<file path="config.mk">
export PLATFORM = sky130hd
export DESIGN_NAME = bm_case_encode_hs_flat
export DESIGN_NICKNAME = d
export VERILOG_FILES = /design/src/rtl/bm_case_encode_hs_pkg.sv /design/src/rtl/bm_case_encode_hs_if.sv /design/src/rtl/bm_case_encode_hs_onehot_to_bin.sv /design/src/rtl/bm_case_encode_hs.sv /design/src/flat_wrapper.sv
export SDC_FILE = /design/constraint.sdc
export NUM_CORES = 1
export LEC_CHECK = 0
export ABC_AREA = 1
export CAP_MARGIN = 25
export CORE_AREA = 2 2 39 41
export DETAILED_ROUTE_END_ITERATION = 8
export DIE_AREA = 0 0 41 43
export GPL_ROUTABILITY_DRIVEN = 0
export PLACE_DENSITY = 0.64
export SLEW_MARGIN = 20
export SYNTH_ARGS = -nofsm -noshare
export SYNTH_HDL_FRONTEND = slang
export SYNTH_HIERARCHICAL = 1
export SYNTH_SLANG_ARGS = --single-unit
</file>
<file path="constraint.sdc">
create_clock -name clock -period 1.5 [get_ports clock]
set_input_delay 0.15 -clock clock [delete_from_list [all_inputs] [get_ports clock]]
set_output_delay 0.15 -clock clock [all_outputs]
set_load 0.02 [all_outputs]
</file>
<file path="src/rtl/bm_case_encode_hs_pkg.sv">
`default_nettype none
// +----------------------------------------------------------------------------+
// | Module : bm_case_encode_hs_pkg                                             |
// | Brief  : Shared defaults and FSM state encoding for the case-encode bench. |
// | Rev    : 1.0                                                               |
// +----------------------------------------------------------------------------+
package bm_case_encode_hs_pkg;

  localparam int BITS_DEF         = 2;
  localparam int ERR_CNT_BITS_DEF = 4;

  typedef enum logic [0:0] {
    ST_EMPTY = 1'b0,
    ST_FULL  = 1'b1
  } state_t;

endpackage
`default_nettype wire

</file>
<file path="src/rtl/bm_case_encode_hs_if.sv">
`default_nettype none
// +----------------------------------------------------------------------------+
// | Module : bm_case_encode_hs_if                                              |
// | Brief  : Input/output valid-ready bus of the one-hot to binary encoder.    |
// | Rev    : 1.0                                                               |
// +----------------------------------------------------------------------------+
interface bm_case_encode_hs_if #(
  parameter int BITS         = bm_case_encode_hs_pkg::BITS_DEF,
  parameter int ERR_CNT_BITS = bm_case_encode_hs_pkg::ERR_CNT_BITS_DEF
);

  logic                    in_valid;
  logic                    in_ready;
  logic [(1<<BITS)-1:0]    in_onehot;
  logic                    out_valid;
  logic                    out_ready;
  logic [BITS-1:0]         out_code;
  logic                    out_err;
  logic [ERR_CNT_BITS-1:0] err_count;

  modport master (
    output in_valid, in_onehot, out_ready,
    input  in_ready, out_valid, out_code, out_err, err_count
  );

  modport slave (
    input  in_valid, in_onehot, out_ready,
    output in_ready, out_valid, out_code, out_err, err_count
  );

endinterface
`default_nettype wire

</file>
<file path="src/rtl/bm_case_encode_hs_onehot_to_bin.sv">
`default_nettype none
// +----------------------------------------------------------------------------+
// | Module : bm_onehot_to_bin                                                  |
// | Brief  : Combinational one-hot to binary encoder, lowest set bit wins.     |
// | Rev    : 1.0                                                               |
// +----------------------------------------------------------------------------+
module bm_onehot_to_bin #(
  parameter int BITS = bm_case_encode_hs_pkg::BITS_DEF
) (
  input  wire logic [(1<<BITS)-1:0] i_onehot,
  output logic      [BITS-1:0]      o_code,
  output logic                      o_err
);

  localparam int W = 1 << BITS;

  generate
    if (BITS == 2) begin : g_casez
      // Exact one-hot patterns come first so the wildcard rows only see illegal words.
      always_comb begin
        o_code = '0;
        o_err  = 1'b1;
        casez (i_onehot)
          4'b0001: begin o_code = 2'd0; o_err = 1'b0; end
          4'b0010: begin o_code = 2'd1; o_err = 1'b0; end
          4'b0100: begin o_code = 2'd2; o_err = 1'b0; end
          4'b1000: begin o_code = 2'd3; o_err = 1'b0; end
          4'b???1: begin o_code = 2'd0; o_err = 1'b1; end
          4'b??10: begin o_code = 2'd1; o_err = 1'b1; end
          4'b?100: begin o_code = 2'd2; o_err = 1'b1; end
          default: begin o_code = 2'd0; o_err = 1'b1; end
        endcase
      end
    end else begin : g_loop
      always_comb begin
        o_code = '0;
        for (int i = W - 1; i >= 0; i--) begin
          if (i_onehot[i]) o_code = BITS'(i);
        end
        o_err = ~$onehot(i_onehot);
      end
    end
  endgenerate

endmodule
`default_nettype wire

</file>
<file path="src/rtl/bm_case_encode_hs.sv">
`default_nettype none
// +----------------------------------------------------------------------------+
// | Module : bm_case_encode_hs                                                 |
// | Brief  : Registered one-hot encoder with single-entry valid/ready stage.   |
// | Rev    : 1.0                                                               |
// +----------------------------------------------------------------------------+
module bm_case_encode_hs
  import bm_case_encode_hs_pkg::*;
#(
  parameter int BITS         = BITS_DEF,
  parameter int ERR_CNT_BITS = ERR_CNT_BITS_DEF
) (
  input wire logic             clock,
  input wire logic             reset,
  bm_case_encode_hs_if.slave   bus
);

  localparam logic [ERR_CNT_BITS-1:0] C_ERR_MAX = '1;

  state_t                  r_state;
  state_t                  w_state_nxt;
  logic [BITS-1:0]         r_code;
  logic                    r_err;
  logic [ERR_CNT_BITS-1:0] r_err_cnt;
  logic [BITS-1:0]         w_enc_code;
  logic                    w_enc_err;
  logic                    w_in_ready;
  logic                    w_accept;

  bm_onehot_to_bin #(.BITS(BITS)) u_enc (
    .i_onehot (bus.in_onehot),
    .o_code   (w_enc_code),
    .o_err    (w_enc_err)
  );

  // Ready while empty or while the held word leaves this cycle: no bubble.
  assign w_in_ready = (r_state == ST_EMPTY) | bus.out_ready;
  assign w_accept   = bus.in_valid & w_in_ready;

  always_ff @(posedge clock or posedge reset) begin
    if (reset) r_state <= ST_EMPTY;
    else       r_state <= w_state_nxt;
  end

  always_comb begin
    w_state_nxt = r_state;
    unique case (r_state)
      ST_EMPTY: if (w_accept)                     w_state_nxt = ST_FULL;
      ST_FULL:  if (bus.out_ready && !w_accept)   w_state_nxt = ST_EMPTY;
      default:                                    w_state_nxt = ST_EMPTY;
    endcase
  end

  always_ff @(posedge clock or posedge reset) begin
    if (reset) begin
      r_code <= '0;
      r_err  <= 1'b0;
    end else if (w_accept) begin
      r_code <= w_enc_code;
      r_err  <= w_enc_err;
    end
  end

  always_ff @(posedge clock or posedge reset) begin
    if (reset) begin
      r_err_cnt <= '0;
    end else if (w_accept && w_enc_err && (r_err_cnt != C_ERR_MAX)) begin
      r_err_cnt <= r_err_cnt + 1'b1;
    end
  end

  assign bus.in_ready  = w_in_ready;
  assign bus.out_valid = (r_state == ST_FULL);
  assign bus.out_code  = r_code;
  assign bus.out_err   = r_err;
  assign bus.err_count = r_err_cnt;

endmodule
`default_nettype wire

</file>
<file path="src/flat_wrapper.sv">
// flat-port wrapper written by rule: the top's interface ports become plain ports
module bm_case_encode_hs_flat import bm_case_encode_hs_pkg::*;
#(
  parameter int BITS         = BITS_DEF,
  parameter int ERR_CNT_BITS = ERR_CNT_BITS_DEF
)
  (clock, reset, bus_in_valid, bus_in_onehot, bus_out_ready, bus_in_ready, bus_out_valid, bus_out_code, bus_out_err, bus_err_count);
  bm_case_encode_hs_if #(.BITS(BITS), .ERR_CNT_BITS(ERR_CNT_BITS)) bus_i ();
  input wire logic clock;
  input wire logic reset;
  input wire logic [$bits(bus_i.in_valid)-1:0] bus_in_valid;
  input wire logic [$bits(bus_i.in_onehot)-1:0] bus_in_onehot;
  input wire logic [$bits(bus_i.out_ready)-1:0] bus_out_ready;
  output wire logic [$bits(bus_i.in_ready)-1:0] bus_in_ready;
  output wire logic [$bits(bus_i.out_valid)-1:0] bus_out_valid;
  output wire logic [$bits(bus_i.out_code)-1:0] bus_out_code;
  output wire logic [$bits(bus_i.out_err)-1:0] bus_out_err;
  output wire logic [$bits(bus_i.err_count)-1:0] bus_err_count;
  assign bus_i.in_valid = bus_in_valid;
  assign bus_i.in_onehot = bus_in_onehot;
  assign bus_i.out_ready = bus_out_ready;
  assign bus_in_ready = bus_i.in_ready;
  assign bus_out_valid = bus_i.out_valid;
  assign bus_out_code = bus_i.out_code;
  assign bus_out_err = bus_i.out_err;
  assign bus_err_count = bus_i.err_count;
  bm_case_encode_hs #(.BITS(BITS), .ERR_CNT_BITS(ERR_CNT_BITS)) u_core (.clock(clock), .reset(reset), .bus(bus_i));
endmodule
</file>
==> metrics.cfg <==
[power]
p_int_w = 0.000536
p_seq_share_pct = 39.8
combPwrFrac_pct = 41.6
switching_share_pct = 38.1
ir_drop_mv = 0.494
p_total_w = 0.000866
p_switching_w = 0.000330
cellLeakagePower_nw = 0.400
power_density_nw_per_um2 = 1230
clkPwrFrac_pct = 18.7

[timing]
finClkSkew_ns = 0.0110
finalHoldViolCount = 0
finalCritPeriodShare_pct = 96.0
slew_headroom_pct = 78.9
fin_setup_tns_ns = 0
setup_viol_count_final = 0
setup_ws_ns = 0.0598
period_needed_ns = 1.44
worst_pin_slew_ns = 0.316
clock.fmax_mhz = 694
drv_slew = 0
rsz0062_at_grt = no

[critical_path]
critPathMaxStageDelay_ns = 0.63
path_class = reg -> out
worstReg2RegStart = u_core/bus.err_count[0]
r2r_end = u_core/bus.err_count[3]
slowest_stage = clkdlybuf4s50_1
path_depth = 1
worstPathRequired_ns = 1.35
crit_family = buffers and inverters
endpoint_kind = output pin
arrival_ns = 1.29
path_cells = clkdlybuf4s50_1
crit_end = bus_err_count[3]
crit_start = u_core/bus.err_count[3]
worst-path-max-fanout = 5
worstRegToRegCells = 5
start_kind = flop
r2r_slack_ns = 0.31
cp_num_buf_inv = 1

[finish]
register_area_um2 = 200
syn_to_final_growth_pct = 45.7
final_area_um2 = 702
multiInputGateArea_um2 = 236
nets = 97
fillCellCount = 140
antenna_cells = 0
final_layout_size_suffix_gt1_share_pct = 14.0
final_core_util_pct = 50.7

[placement]
portBuffers = 16
place_area_um2 = 677
place_ws_ns = 0.0235
dpl.hpwl_um = 759

[clock_tree]
cts_tree = yes
ctsHoldBuffers = 0
clkTransAtPathRegs_ns = 0.06
clock-root-buffer = clkbuf_4
clock_sinks = 8
ctsLongestPathBuffers = 2
cts_max_level = 1
clk_latency_ns = 0.25
post_cts_buffers = 0
cts_inserted_buffers = 3

[grt]
antenna_found_initial = 0
grt_pass1_vias = 388
grt_max_degree = 9
grt.overflow.total = 0
gr-usage-all-layers_pct = 12.3
grt_pass1_wl_mm = 1.47

[synthesis]
synth.net_count = 74
syn_area_um2 = 482
synthCells = 65
synth_seq_cells = 8
synth.distinct_cells = 16
async_flop_share_pct = 100
synth_edf_count = 0
synth.top_cell.area_share_pct = 41.6
synth.top_cells.by_count = nand2_1, inv_1, dfrtp_1
synth_area_per_cell_um2 = 7.41
yosysWarnings = 6
synth_area_leader_cell = dfrtp_1
ys_seq_area_share_pct = 41.6
synthFlopType = dfrtp_1
synthTopCellsByArea = dfrtp_1, nand2_1, inv_1
synth.most_common_cell = nand2_1

[flow_run]
maxCapViolCount = 0

[drt]
drtPass1Iterations = 5
wl_um = 925
wl_per_cell_um = 9.07
drc = 0
num_vias = 462
drtIter0Drc = 8
final_antenna_net_count = 0
via_per_inst = 4.53

[die]
fp-row-count = 14
start_util_pct = 34.8
io_pins = 17
coreArea_um2 = 1380
design.die.area_um2 = 1760
die_h_um = 43
die_x_um = 41

[min_path]
hold_path_class = in -> async

[run_status]
status = finished, final reports clean

-- flip-flops by register name, summed over array words and instances (netlist names) --
signal                cells
u_core/bus.err_count      4
u_core/bus.out_code       2
u_core/bus.out_err        1
u_core/bus.out_valid      1
-- power groups by stage --
stage               combinational, W  clock (W)  sequential (W)
finish                      0.000360   0.000162        0.000344
global route                0.000398   0.000183        0.000355
CTS                         0.000367   0.000170        0.000347
detailed placement          0.000369          0        0.000350
global placement            0.000364          0        0.000348
floorplan                   0.000137          0        0.000407
-- worst min path at each step --
stage | startpoint | to | slack [ns] | depth (start not counted)
after global routing | reset | u_core/bus.out_code[0] | 0.18 | 2
after CTS | reset | u_core/bus.out_code[0] | 0.15 | 2
after detailed placement | reset | u_core/bus.out_err | 0.42 | 2
after floorplan | reset | u_core/bus.err_count[0] | -0.03 | 1
final | reset | u_core/bus.out_code[0] | 0.14 | 2
after global placement | reset | u_core/bus.out_err | 0.42 | 2
-- routing by layer --
layer	up-vias	track usage, %	wire length (um)
li1	243	-	-
met1	198	14.9	405
met2	19	19.4	440
met3	2	3.14	75
met4	0	6.00	4
met5	-	0	0
-- layout make-up --
class                      count  share of cell area, %
inverter                      12                   6.42
tap                           16                   2.85
multi-input combinational     45                   33.7
sequential                     8                   28.5
timing repair buffer          18                   25.3
clock buffer                   3                   3.21
-- cells by family after synthesis --
group | synth area share (%)
DFF | 41.6
buffers and inverters | 9.35
AOI/OAI and AO/OA | 4.42
xor gates and xnor gates | 1.82
and+or+nand+nor | 40.3
adders and majority gates | 2.60
-- stage by stage --
stage	instances	hold WS [ns]
floorplan	65	-0.0343
global placement	99	0.419
detailed placement	99	0.425
CTS	102	0.149
global route	102	0.179
finish	102	0.141
-- placed cells by master (no fill, tap or decap), drive strengths merged, types with 2 or more instances in the layout --
cell,count
nand2,28
clkdlybuf4s50,12
inv,12
dfrtp,8
nand3,5
nor2,4
nand4,4
clkbuf,3
dlymetal6s2s,2
dlygate4sd2,2
buf,2
a21oi,2
-- timing repair --
action	in CTS	in global routing
hold endpoints to repair	0	0
resized for setup	2	2
gates cloned	0	0
setup endpoints to repair	2	2
pin swaps	0	0
No activity file was read; power rests on OpenSTA's default activity.
